==> src/rtl/score_ctrl_pkg.sv <==
// Shared definitions for the scoreboard button sequencer: FSM state
// encoding, direction encoding and small elaboration-time helpers.
package score_ctrl_pkg;

    typedef enum logic [2:0] {
        ST_IDLE     = 3'd0,
        ST_CLR      = 3'd1,
        ST_FIRE     = 3'd2,
        ST_HOLD     = 3'd3,
        ST_WAIT_REL = 3'd4
    } state_t;

    localparam logic DIR_UP      = 1'b1;
    localparam logic DIR_DOWN    = 1'b0;
    localparam int   DEF_MAX_VAL = 99;

    function automatic int max_int(input int a, input int b);
        return (a > b) ? a : b;
    endfunction

endpackage

==> src/rtl/score_ctrl_btn_debounce.sv <==
// Two-flop synchroniser followed by a stability counter. The debounced
// level only follows the synchronised input after it has differed from the
// current level for DEB_CYC consecutive cycles; any glitch restarts the count.
module btn_debounce #(
    parameter int DEB_CYC = 16
) (
    input  logic clk_i,
    input  logic rst_i,
    input  logic btn_i,
    output logic db_o
);

    localparam int CW = $clog2(DEB_CYC);

    logic          r_s1;
    logic          r_s2;
    logic          r_db;
    logic [CW-1:0] r_cnt;

    // Bring the asynchronous button into the clock domain.
    always_ff @(posedge clk_i or posedge rst_i) begin
        if (rst_i) begin
            r_s1 <= 1'b0;
            r_s2 <= 1'b0;
        end else begin
            r_s1 <= btn_i;
            r_s2 <= r_s1;
        end
    end

    // Count consecutive cycles of disagreement; flip the level on the last one.
    always_ff @(posedge clk_i or posedge rst_i) begin
        if (rst_i) begin
            r_cnt <= '0;
            r_db  <= 1'b0;
        end else if (r_s2 == r_db) begin
            r_cnt <= '0;
        end else if (r_cnt == CW'(DEB_CYC - 1)) begin
            r_cnt <= '0;
            r_db  <= r_s2;
        end else begin
            r_cnt <= r_cnt + CW'(1);
        end
    end

    assign db_o = r_db;

endmodule

==> src/rtl/score_ctrl.sv <==
// Button front-end for the score counter: debounces up/down/clear, arbitrates
// between them and issues single-cycle strobes with auto-repeat, suppressing
// requests that would push the counter past 0 or MAX_VAL.
module score_ctrl
    import score_ctrl_pkg::*;
#(
    parameter int BW      = 7,
    parameter int MAX_VAL = DEF_MAX_VAL,
    parameter int DEB_CYC = 16,
    parameter int REP_DLY = 2000,
    parameter int REP_PER = 500
) (
    input  logic          clk_i,
    input  logic          rst_i,
    input  logic          btn_up_i,
    input  logic          btn_down_i,
    input  logic          btn_clr_i,
    input  logic [BW-1:0] counter_val_i,
    output logic          cnt_up_o,
    output logic          cnt_down_o,
    output logic          cnt_clr_o,
    output logic          limit_o,
    output logic          busy_o
);

    localparam int            TW     = $clog2(max_int(REP_DLY, REP_PER)) + 1;
    // The timer is loaded as FIRE is left and FIRE is re-entered one cycle
    // after it reaches zero, so the load value is the period minus two.
    localparam logic [TW-1:0] DLY_LD = TW'(REP_DLY - 2);
    localparam logic [TW-1:0] PER_LD = TW'(REP_PER - 2);
    localparam logic [BW-1:0] MAX_V  = BW'(MAX_VAL);

    logic          w_db_up;
    logic          w_db_down;
    logic          w_db_clr;
    state_t        r_state;
    state_t        w_next;
    logic          r_dir;
    logic          r_rep;
    logic [TW-1:0] r_timer;
    logic          w_dir_btn;
    logic          w_opp_btn;
    logic          w_dir_nxt;
    logic          w_can;
    logic          w_up;
    logic          w_down;
    logic          w_clr;
    logic          w_limit;
    logic          r_up;
    logic          r_down;
    logic          r_clr;
    logic          r_limit;

    btn_debounce #(.DEB_CYC(DEB_CYC)) u_db_up (
        .clk_i(clk_i), .rst_i(rst_i), .btn_i(btn_up_i),   .db_o(w_db_up)
    );
    btn_debounce #(.DEB_CYC(DEB_CYC)) u_db_down (
        .clk_i(clk_i), .rst_i(rst_i), .btn_i(btn_down_i), .db_o(w_db_down)
    );
    btn_debounce #(.DEB_CYC(DEB_CYC)) u_db_clr (
        .clk_i(clk_i), .rst_i(rst_i), .btn_i(btn_clr_i),  .db_o(w_db_clr)
    );

    assign w_dir_btn = (r_dir == DIR_UP) ? w_db_up   : w_db_down;
    assign w_opp_btn = (r_dir == DIR_UP) ? w_db_down : w_db_up;

    // State register plus the direction latch, which tracks up/down while idle.
    always_ff @(posedge clk_i or posedge rst_i) begin
        if (rst_i) begin
            r_state <= ST_IDLE;
            r_dir   <= DIR_DOWN;
        end else begin
            r_state <= w_next;
            if (r_state == ST_IDLE) r_dir <= w_dir_nxt;
        end
    end

    // Next-state: clr has priority, a lone up/down fires, both together wait.
    always_comb begin
        w_next = r_state;
        case (r_state)
            ST_IDLE: begin
                if (w_db_clr)                  w_next = ST_CLR;
                else if (w_db_up ^ w_db_down)  w_next = ST_FIRE;
                else if (w_db_up & w_db_down)  w_next = ST_WAIT_REL;
            end
            ST_CLR:  w_next = ST_WAIT_REL;
            ST_FIRE: w_next = ST_HOLD;
            ST_HOLD: begin
                if (!w_dir_btn)                w_next = ST_IDLE;
                else if (w_db_clr | w_opp_btn) w_next = ST_WAIT_REL;
                else if (r_timer == '0)        w_next = ST_FIRE;
            end
            ST_WAIT_REL: begin
                if (!(w_db_up | w_db_down | w_db_clr)) w_next = ST_IDLE;
            end
            default: w_next = ST_IDLE;
        endcase
    end

    // Strobe decode from the upcoming state so the registered strobe lines up
    // with the FIRE/CLR cycle; the limit check uses the live counter value.
    always_comb begin
        w_dir_nxt = (r_state == ST_IDLE) ? (w_db_up ? DIR_UP : DIR_DOWN) : r_dir;
        w_can     = (w_dir_nxt == DIR_UP) ? (counter_val_i < MAX_V)
                                          : (counter_val_i != '0);
        w_up      = (w_next == ST_FIRE) && (w_dir_nxt == DIR_UP)   && w_can;
        w_down    = (w_next == ST_FIRE) && (w_dir_nxt == DIR_DOWN) && w_can;
        w_limit   = (w_next == ST_FIRE) && !w_can;
        w_clr     = (w_next == ST_CLR);
    end

    // Repeat timer: first FIRE of a press loads the long delay, later ones the period.
    always_ff @(posedge clk_i or posedge rst_i) begin
        if (rst_i) begin
            r_timer <= '0;
            r_rep   <= 1'b0;
        end else if (r_state == ST_FIRE) begin
            r_timer <= r_rep ? PER_LD : DLY_LD;
            r_rep   <= 1'b1;
        end else begin
            if (r_state == ST_IDLE) r_rep <= 1'b0;
            if (r_state == ST_HOLD && r_timer != '0) r_timer <= r_timer - TW'(1);
        end
    end

    // Output registers; cleared asynchronously by reset.
    always_ff @(posedge clk_i or posedge rst_i) begin
        if (rst_i) begin
            r_up    <= 1'b0;
            r_down  <= 1'b0;
            r_clr   <= 1'b0;
            r_limit <= 1'b0;
        end else begin
            r_up    <= w_up;
            r_down  <= w_down;
            r_clr   <= w_clr;
            r_limit <= w_limit;
        end
    end

    assign cnt_up_o   = r_up;
    assign cnt_down_o = r_down;
    assign cnt_clr_o  = r_clr;
    assign limit_o    = r_limit;
    assign busy_o     = (r_state != ST_IDLE);

endmodule
==> config.mk <==
export PLATFORM = sky130hd
export DESIGN_NAME = score_ctrl
export DESIGN_NICKNAME = d
export VERILOG_FILES = /design/src/rtl/score_ctrl_pkg.sv /design/src/rtl/score_ctrl_btn_debounce.sv /design/src/rtl/score_ctrl.sv
export SDC_FILE = /design/constraint.sdc
export NUM_CORES = 1
export LEC_CHECK = 0
export BUFFER_PORTS_ARGS = -buffer_cell sky130_fd_sc_hd__buf_4
export CORE_ASPECT_RATIO = 2
export CORE_UTILIZATION = 50
export DETAILED_ROUTE_END_ITERATION = 10
export PLACE_DENSITY = 0.78
export SYNTH_ARGS = -nofsm -noshare
export SYNTH_HDL_FRONTEND = slang
export SYNTH_SLANG_ARGS = --single-unit
export TNS_END_PERCENT = 10
==> constraint.sdc <==
create_clock -name clk_i -period 3.5 [get_ports clk_i]
set_clock_uncertainty 0.1 [all_clocks]
set_input_delay 0.7 -clock clk_i [delete_from_list [all_inputs] [get_ports clk_i]]
set_output_delay 0.7 -clock clk_i [all_outputs]
set_load 0.01 [all_outputs]
==> results of run 1 <==
[worst max-delay path: stages, from the launching register on]
cell and delay, ns:
dfrtp_1 0.41, inv_1 0.12, ha_1 0.21, or3b_2 0.56
o41a_1 0.46, a311oi_1 0.30, nor2_1 0.07
[registers in the layout (all words and copies together) (netlist names), 3 cells and up]
signal / cells
r_state: 3
r_timer: 12
u_db_clr.r_cnt: 4
u_db_down.r_cnt: 4
u_db_up.r_cnt: 4
[synth_stat cells (all sizes together) (3+ instances only)]
master / count
xnor2: 6
mux2i: 4
nor2b: 5
dfrtp: 42
mux2: 3
o21ai: 8
buf: 3
clkbuf: 7
o31ai: 4
a31oi: 5
nand2: 9
o22ai: 3
nand4b: 3
nand3: 7
nor3b: 4
nor4: 8
a21oi: 11
nor2: 15
inv: 16
nor3: 7
ha: 6
[area by class of cell]
type / instances / share of cell area [%]
sequential: 42 / 44.7
multi-input combinational: 139 / 40.3
timing repair buffer: 18 / 5.75
clock buffer: 7 / 3.67
tap: 52 / 2.77
inverter: 16 / 2.55
clock inverter: 1 / 0.213
[routing by layer]
layer / share of wire, % / track usage [%] / vias to the layer above
met4: 3.5 / 13.7 / 0
li1: - / - / 784
met1: 37 / 21.4 / 798
met3: 2.7 / 4.83 / 16
met2: 56 / 38.5 / 31
met5: 0 / 0 / -
[worst min-delay path by stage]
stage	cells after the start	slack, ns	endpoint	start
2_1_floorplan	0	0.23	u_db_clr.r_s2	u_db_clr.r_s1
3_3_place_gp	0	0.24	u_db_clr.r_s2	u_db_clr.r_s1
3_5_place_dp	0	0.25	u_db_down.r_s2	u_db_down.r_s1
4_1_cts	0	0.27	u_db_down.r_s2	u_db_down.r_s1
5_1_grt	0	0.27	u_db_clr.r_s2	u_db_clr.r_s1
6_report	0	0.27	u_db_down.r_s2	u_db_down.r_s1
[power groups by stage]
stage	registers, W	logic (W)	clock network (W)
2_1_floorplan	0.000592	0.000277	0
3_3_place_gp	0.000620	0.000311	0
3_5_place_dp	0.000623	0.000322	0
4_1_cts	0.000615	0.000325	0.000328
5_1_grt	0.000628	0.000365	0.000347
6_report	0.000617	0.000327	0.000317
[per-stage QoR]
stage	power (W)	utilization (%)	setup WS [ns]	cells	hold WS (ns)
after floorplan	0.000870	-	1.26	207	0.231
after global placement	0.000931	55.8	1.24	267	0.241
after detailed placement	0.000945	55.8	1.20	267	0.248
after CTS	0.00127	58.1	1.18	275	0.266
after global routing	0.00134	58.1	1.06	275	0.269
final	0.00126	58.1	1.16	275	0.269
[logic make-up (layout without fill, tap and decap cells)]
family / after synthesis / in the layout / synth area share (%)
AO/OA/AOI/OAI: 46 / 46 / 15.1
XOR/XNOR: 6 / 6 / 2.50
adder cells (fa/ha/maj): 6 / 6 / 3.58
buffers and inverters: 26 / 42 / 4.77
flip-flops: 42 / 42 / 50.1
multiplexers: 7 / 7 / 3.52
AND/OR/NAND/NOR: 74 / 74 / 20.5
==> results.tsv, run 1 <==
stage	metric	value	unit
place	placed inst area	2260	um^2
clocking	cts bufs inserted	5	
clocking	Num Clock Sinks	42	
route	WL per Instance	15.4	um
outcome	status	finished clean	
synthesis	fraction of registers with async set/reset	100	%
power	worst vdd ir	0.444	mV
route	Initial DRT Pass Iterations	4	
global_route	vias in the first global route	1667	
final_layout	area grow syn2layout	12.0	%
floorplanning	row cnt	33	
synthesis	top-area cell type share of the netlist area	50.1	%
clocking	CTS H-Tree Depth	2	
worst_setup_path	Worst Setup Start Kind	flop	
power	Reg power frac	48.9	%
worst_setup_path	Crit. End Element	flop	
final_layout	most common cell after layout, fill and taps aside	dfrtp_1	
worst_setup_path	crit path from	r_timer[1]	
flow_run	count of maximum capacitance violations	0	
synthesis	count of cell types in the netlist	48	
floorplanning	die height	93.6	um
final_layout	diode count	0	
worst_setup_path	crit-path max FO	7	
global_route	largest net degree at the start of global routing	33	
worst_setup_path	Critical Path Sink	r_timer[5]	
worst_setup_path	CP arrival	2.42	ns
power	Logic pwr share	26.0	%
final_layout	filler cell count	365	
route	wirelength, routed	4230	um
clocking	clk_lat worst skew	0.29	ns
power	P_sw	0.000423	W
floorplanning	IO Pins	17	
clocking	cts repair resizes	0	
min_path	worst hold path type	reg -> reg	
place	post-DP HPWL	3080	um
synthesis	Yosys Warn Count	0	
sta	slew margin rel.	52.7	%
final_layout	layout cells sized above 1	16.1	%
final_layout	Register Area	1050	um^2
floorplanning	initial core utilization	51.9	%
global_route	first-pass GRT wire length	7020	um
final_layout	area of the multi-input gates	948	um^2
route	via count	1629	
place	port buffer count	16	
sta	Final Hold Fails	0	
power	Clk pwr share	25.1	%
clocking	TritonCTS clock tree	done	
power	P per Cell Area	537	nW/um^2
sta	final-report max-slew violation count	0	
sta	RSZ-0062 raised after global routing	no	
worst_setup_path	kind of critical path	reg -> reg	
worst_setup_path	RR Startpoint	r_timer[1]	
synthesis	cell taking the most area after synthesis	dfrtp_1	
worst_setup_path	Req. time, crit path	3.58	ns
floorplanning	Die Wd	47.8	um
synthesis	Synth area leaders	dfrtp_1 50%, ha_1 3.6%, inv_1 2.9%	
worst_setup_path	cells on worst reg2reg path	6	
place	RePlAce Congestion	0.875	
sta	Setup Viol. Count Final	0	
synthesis	Post-synth EDFFs	0	
worst_setup_path	Worst R2R End	r_timer[5]	
synthesis	Post-Synthesis Cells	207	
power	switch share	33.5	%
floorplanning	core box area	4050	um^2
clocking	postcts setup bufs	0	
global_route	initial antenna violation count	0	
route	Iter 0 DRT Violations	35	
sta	setup TNS	0	ns
final_layout	commonest cells after routing, fill and taps aside	42 x dfrtp_1, 18 x buf_4, 16 x inv_1	
power	Leakage	1.07	nW
sta	Fmax	427	MHz
floorplanning	die area	4480	um^2
final_layout	post-route cell area	2350	um^2
synthesis	synthesized area per cell	10.1	um^2
final_layout	Final nets	240	
synthesis	Main synth FF type	dfrtp_1	
global_route	grt ovf	0	
worst_setup_path	setup slack, reg-to-reg	1.16	ns
route	drt drc	0	
synthesis	syn_nets	225	
route	DRT antenna net count	0	
sta	fin crit period	2.34	ns
route	Via-to-Cell Ratio	5.92	
clocking	CTS hold repair buffers	0	
synthesis	mapped cell area	2100	um^2
synthesis	post-synthesis sequential area ratio	50.1	%
clocking	Max clock buf depth	2	
clocking	clk slew on worst S/H paths	0.08	ns
synthesis	synthesized flop and latch total	42	
global_route	GRT Resource Usage Total	22.1	%
power	P_int	0.000838	W
sta	part of the cycle the worst path needs	66.9	%
clocking	Root Buffer	clkbuf_8	
sta	worst slew pin tran	0.708	ns
Power figures use the tool's default switching activity.
==> run 2: changes to the inputs <==
Clock period 3.5 ns to 2.4 ns, I/O delays scaled along.
==> results.tsv, run 2 (same netlist as run 1, synthesis figures left out) <==
stage	metric	value	unit
outcome	status	finished clean	
floorplanning	row cnt	33	
sta	Final Hold Fails	0	
worst_setup_path	slowest CP cell	or4_1	
floorplanning	die height	93.6	um
final_layout	diode count	0	
route	drt drc	0	
floorplanning	initial core utilization	51.9	%
sta	slew margin rel.	57.6	%
power	switch share	33.0	%
power	P_int	0.00125	W
clocking	cts bufs inserted	5	
worst_setup_path	Worst path max stage delay	0.69	ns
sta	worst slew pin tran	0.630	ns
flow_run	count of maximum capacitance violations	0	
clocking	TritonCTS clock tree	done	
power	Logic pwr share	26.8	%
place	post-DP HPWL	3020	um
clocking	Num Clock Sinks	42	
floorplanning	Die Wd	47.8	um
place	RePlAce Congestion	0.875	
power	P_sw	0.000614	W
worst_setup_path	Worst Setup Start Kind	flop	
floorplanning	core box area	4050	um^2
global_route	grt ovf	0	
clocking	CTS H-Tree Depth	2	
clocking	postcts setup bufs	0	
final_layout	max reg flops	12	
route	wirelength, routed	4050	um
final_layout	most common cell after layout, fill and taps aside	dfrtp_1	
power	Leakage	1.08	nW
route	Iter 0 DRT Violations	43	
worst_setup_path	Worst R2R End	r_timer[5]	
min_path	hold path start	btn_clr_i	
clocking	clk_lat worst skew	0.29	ns
global_route	first-pass GRT wire length	6560	um
route	via count	1593	
place	port buffer count	16	
clocking	Max clock buf depth	2	
power	worst vdd ir	0.699	mV
worst_setup_path	critical-path cell list	or4_1, o41a_1, a311oi_2, nor2_1	
power	P per Cell Area	782	nW/um^2
global_route	largest net degree at the start of global routing	43	
floorplanning	die area	4480	um^2
final_layout	Most flops, register	r_timer	
worst_setup_path	Crit. End Element	flop	
sta	setup TNS	0	ns
worst_setup_path	CP arrival	2.33	ns
sta	final-report max-slew violation count	0	
global_route	initial antenna violation count	0	
worst_setup_path	Req. time, crit path	2.48	ns
final_layout	layout cells sized above 1	17.7	%
worst_setup_path	setup slack, reg-to-reg	0.15	ns
worst_setup_path	kind of critical path	reg -> reg	
min_path	Hold EP	u_db_clr.r_s1	
route	Initial DRT Pass Iterations	5	
route	WL per Instance	14.6	um
power	Pwr Total	0.00186	W
power	Clk pwr share	24.8	%
sta	Fmax	444	MHz
power	Reg power frac	48.4	%
sta	final setup margin	0.146	ns
clocking	Root Buffer	clkbuf_8	
sta	part of the cycle the worst path needs	93.9	%
worst_setup_path	cells on worst reg2reg path	4	
global_route	GRT Resource Usage Total	20.6	%
min_path	Hold Path Depth	1	
worst_setup_path	RR Startpoint	r_timer[5]	
sta	fin crit period	2.25	ns
min_path	worst hold path type	in -> reg	
route	Via-to-Cell Ratio	5.73	
clocking	clk slew on worst S/H paths	0.08	ns
final_layout	area grow syn2layout	13.5	%
floorplanning	IO Pins	17	
final_layout	commonest cells after routing, fill and taps aside	42 x dfrtp_1, 21 x buf_4, 16 x inv_1	
final_layout	Final nets	243	
place	dpl ws	0.0749	ns
worst_setup_path	crit-path max FO	6	
route	DRT antenna net count	0	
global_route	vias in the first global route	1581	
sta	Setup Viol. Count Final	0	
sta	RSZ-0062 raised after global routing	no	
run 2: cell types whose count changed in the layout (fill, tap and decap cells not counted), sizes merged:
cell,delta
buf,+3
run 2: final cells by class:
class	count	area (um^2)
repair buffers	21	158
flip-flops and latches	42	1050
multi-input cells	139	957
clock inverters	1	5.00
clock buffers	7	86.3
inverters	16	60.1
fillers	383	1660
well taps	52	65.1
run 2: metal layers:
layer,GRT usage [%],vias to the layer above,part of all wire (%)
met2,37.4,20,58
li1,-,786,-
met4,11.6,0,2.2
met5,0,-,0
met3,4.83,12,1.8
met1,18.8,775,38
run 2: through the flow:
step                instance area [um^2]  util [%]  instances  hold slack [ns]
floorplan                           2100         -        207            0.231
global placement                    2280      56.4        270            0.241
detailed placement                  2280      56.4        270            0.236
CTS                                 2370      58.7        278            0.179
global route                        2380      58.9        278            0.169
finish                              2380      58.9        278            0.188
run 2: worst max path at each step:
stage               startpoint         end  slack [ns]
floorplan           r_timer[1]  r_timer[5]        0.16
global placement    r_timer[1]  r_timer[5]        0.14
detailed placement  r_timer[1]  r_timer[5]        0.07
CTS                 r_timer[1]  r_timer[5]        0.06
global route        r_timer[5]  r_timer[5]        0.05
finish              r_timer[5]  r_timer[5]        0.15
run 2: critical path, delay by kind of cell, from the launching register on:
kind            cells  cell delay, ns
compound gates      2            0.82
flops               1            0.45
simple gates        2            0.77
run 2: what timing repair did:
item | in CTS | in global routing
setup endpoints to repair | 0 | 3
hold endpoints to repair | 0 | 0
hold buffers | 0 | 0
gates resized for setup | 0 | 2
run 2: power by group through the flow:
stage / Sequential (W) / Clock, W / Combinational (W)
after floorplan: 0.000864 / 0 / 0.000405
after global placement: 0.000908 / 0 / 0.000473
after detailed placement: 0.000908 / 0 / 0.000483
after CTS: 0.000895 / 0.000481 / 0.000485
after global routing: 0.000915 / 0.000506 / 0.000547
final: 0.000902 / 0.000462 / 0.000499
==> run 3: changes to the inputs <==
Settings changed: ABC_AREA from default to 1, CORE_MARGIN from default to 10, CORE_UTILIZATION 50 to 35, PLACE_DENSITY 0.78 to 0.61.
==> results.tsv, run 3 <==
stage	metric	value	unit
outcome	status	finished clean	
power	Reg power frac	36.7	%
floorplanning	die area	10200	um^2
route	wirelength, routed	4690	um
global_route	largest net degree at the start of global routing	43	
global_route	grt ovf	0	
floorplanning	Die Wd	76.6	um
sta	Final Hold Fails	0	
global_route	first-pass GRT wire length	8010	um
global_route	vias in the first global route	1848	
route	DRT antenna net count	0	
synthesis	mapped cell area	2240	um^2
synthesis	Synth top cells by count	54 x nand2_1, 42 x dfrtp_1, 38 x nor2_1, 32 x inv_1, 26 x nand3_1	
synthesis	Post-synth EDFFs	0	
final_layout	Register Area	1050	um^2
worst_setup_path	Req. time, crit path	1.82	ns
sta	RSZ-0062 raised after global routing	no	
final_layout	max reg flops	12	
floorplanning	core box area	6260	um^2
route	Iter 0 DRT Violations	55	
floorplanning	IO Pins	17	
worst_setup_path	critical-path cell list	nor2_4, nand2_4, buf_4	
clocking	cts bufs inserted	5	
worst_setup_path	crit-path max FO	6	
route	Via-to-Cell Ratio	4.73	
final_layout	area grow syn2layout	15.3	%
power	switch share	41.0	%
final_layout	diode count	0	
route	Initial DRT Pass Iterations	4	
sta	fin crit period	1.80	ns
place	RePlAce Congestion	0.883	
clocking	Root Buffer	clkbuf_16	
sta	Setup Viol. Count Final	0	
worst_setup_path	Crit. End Element	output pin	
synthesis	count leader, synth	nand2_1	
place	post-DP HPWL	3600	um
clocking	clk slew on worst S/H paths	0.06	ns
sta	final-report max-slew violation count	0	
floorplanning	die height	133	um
final_layout	commonest cells after routing, fill and taps aside	54 x nand2_1, 42 x dfrtp_1, 38 x nor2_1	
clocking	Max clock buf depth	2	
clocking	CTS H-Tree Depth	2	
synthesis	post-synthesis sequential area ratio	46.9	%
sta	worst slew pin tran	0.530	ns
global_route	initial antenna violation count	0	
flow_run	count of maximum capacitance violations	0	
synthesis	Main synth FF type	dfrtp_1	
route	WL per Instance	12.6	um
synthesis	synthesized area per cell	8.53	um^2
synthesis	fraction of registers with async set/reset	100	%
synthesis	Synth area leaders	dfrtp_1 47%, nand2_1 9.0%, nor2_1 6.4%	
worst_setup_path	Worst Setup Start Kind	flop	
synthesis	syn_nets	281	
worst_setup_path	CP arrival	1.22	ns
synthesis	Yosys Warn Count	0	
final_layout	Most flops, register	r_timer	
clocking	TritonCTS clock tree	done	
synthesis	Post-Synthesis Cells	263	
power	P_sw	0.00116	W
sta	Fmax	557	MHz
synthesis	count of cell types in the netlist	30	
sta	slew margin rel.	64.7	%
synthesis	top-area cell type share of the netlist area	46.9	%
worst_setup_path	CP delay by family, top	flip-flops	
final_layout	area of the multi-input gates	1030	um^2
final_layout	layout cells sized above 1	18.9	%
clocking	postcts setup bufs	0	
power	P per Cell Area	1090	nW/um^2
min_path	worst hold path type	in -> reg	
synthesis	synthesized flop and latch total	42	
worst_setup_path	Worst path max stage delay	0.49	ns
global_route	GRT Resource Usage Total	9.76	%
synthesis	cell taking the most area after synthesis	dfrtp_1	
worst_setup_path	setup slack, reg-to-reg	0.63	ns
final_layout	filler cell count	676	
worst_setup_path	kind of critical path	reg -> out	
floorplanning	row cnt	41	
floorplanning	initial core utilization	35.8	%
power	worst vdd ir	0.670	mV
clocking	Num Clock Sinks	42	
place	port buffer count	16	
clocking	clk_lat worst skew	0.28	ns
clocking	cts repair resizes	0	
power	Leakage	1.29	nW
clocking	CTS hold repair buffers	0	
sta	part of the cycle the worst path needs	74.8	%
power	Clk pwr share	22.5	%
sta	setup TNS	0	ns
power	P_int	0.00166	W
power	Logic pwr share	40.8	%
route	via count	1754	
worst_setup_path	worst path bufs/invs	1	
final_layout	Final nets	303	
route	drt drc	0	
final_layout	most common cell after layout, fill and taps aside	nand2_1	
worst_setup_path	slowest CP cell	dfrtp_1	
sta	worst hold margin	0.202	ns
==> run 3: changes by cell type in the layout (fill, tap and decap cells not counted), sizes merged, moves of 5 or more <==
cell	delta
nand2	+51
nor2	+32
nand3	+23
inv	+19
nor4	-8
o21ai	+8
nor3	-7
a31oi	-5
nor2b	-5
==> run 3: worst reg2reg max path: stages, from the launching register on <==
cell     delay [ns]
dfrtp_1        0.39
inv_1          0.13
ha_1           0.25
nand2_2        0.11
nor2_4         0.13
nand2_2        0.10
nand2_4        0.09
nand2_4        0.15
nand3_1        0.14
o21ai_2        0.06
==> run 3: final cells by class <==
| class | count | area share, % |
|---|---|---|
| clock inverter | 2 | 0.387 |
| multi-input combinational | 184 | 39.8 |
| clock buffer | 5 | 4.84 |
| timing repair buffer | 17 | 4.93 |
| inverter | 35 | 5.27 |
| tap | 86 | 4.16 |
| sequential | 42 | 40.6 |
==> run 3: cell families after synthesis <==
kind of cell,Yosys count,share of synthesized area [%]
AO/OA/AOI/OAI,28,7.98
XOR/XNOR,9,3.52
adder cells (fa/ha/maj),6,3.35
buffers and inverters,37,7.25
flip-flops,42,46.9
AND/OR/NAND/NOR,141,31.0
==> run 3: final timing paths <==
path | start | endpoint | depth (start not counted)
min reg2reg | u_db_clr.r_s1 | u_db_clr.r_s2 | 0
max in group asynchronous | rst_i | r_timer[7] | 3
max reg2reg | r_timer[0] | r_timer[5] | 9
min | btn_up_i | u_db_up.r_s1 | 1
min in group asynchronous | rst_i | u_db_clr.r_cnt[1] | 3
max | r_state[2] | busy_o | 3
==> run 3: metrics by stage <==
| step | power [W] | cells | setup WS, ns | area, um^2 | utilization, % |
|---|---|---|---|---|---|
| final | 0.00282 | 371 | 0.604 | 2590 | 41.3 |
| after global routing | 0.00305 | 371 | 0.496 | 2590 | 41.3 |
| after global placement | 0.00219 | 364 | 0.703 | 2450 | 39.2 |
| after detailed placement | 0.00220 | 364 | 0.647 | 2450 | 39.2 |
| after CTS | 0.00287 | 371 | 0.592 | 2590 | 41.3 |
| after floorplan | 0.00195 | 263 | 0.793 | 2240 | - |
==> run 3: power by group through the flow <==
| stage | sequential [W] | combinational, W | clock, W |
|---|---|---|---|
| floorplan | 0.00101 | 0.000936 | 0 |
| global placement | 0.00104 | 0.00115 | 0 |
| detailed placement | 0.00104 | 0.00116 | 0 |
| CTS | 0.00103 | 0.00117 | 0.000666 |
| global route | 0.00105 | 0.00132 | 0.000681 |
| finish | 0.00104 | 0.00115 | 0.000636 |
==> run 3: metal layers <==
metal / track usage [%] / vias to the layer above / share of wire [%]
li1: - / 879 / -
met1: 8.00 / 831 / 36
met2: 19.2 / 29 / 57
met3: 1.95 / 15 / 2.3
met4: 7.59 / 0 / 4.9
met5: 0 / - / 0
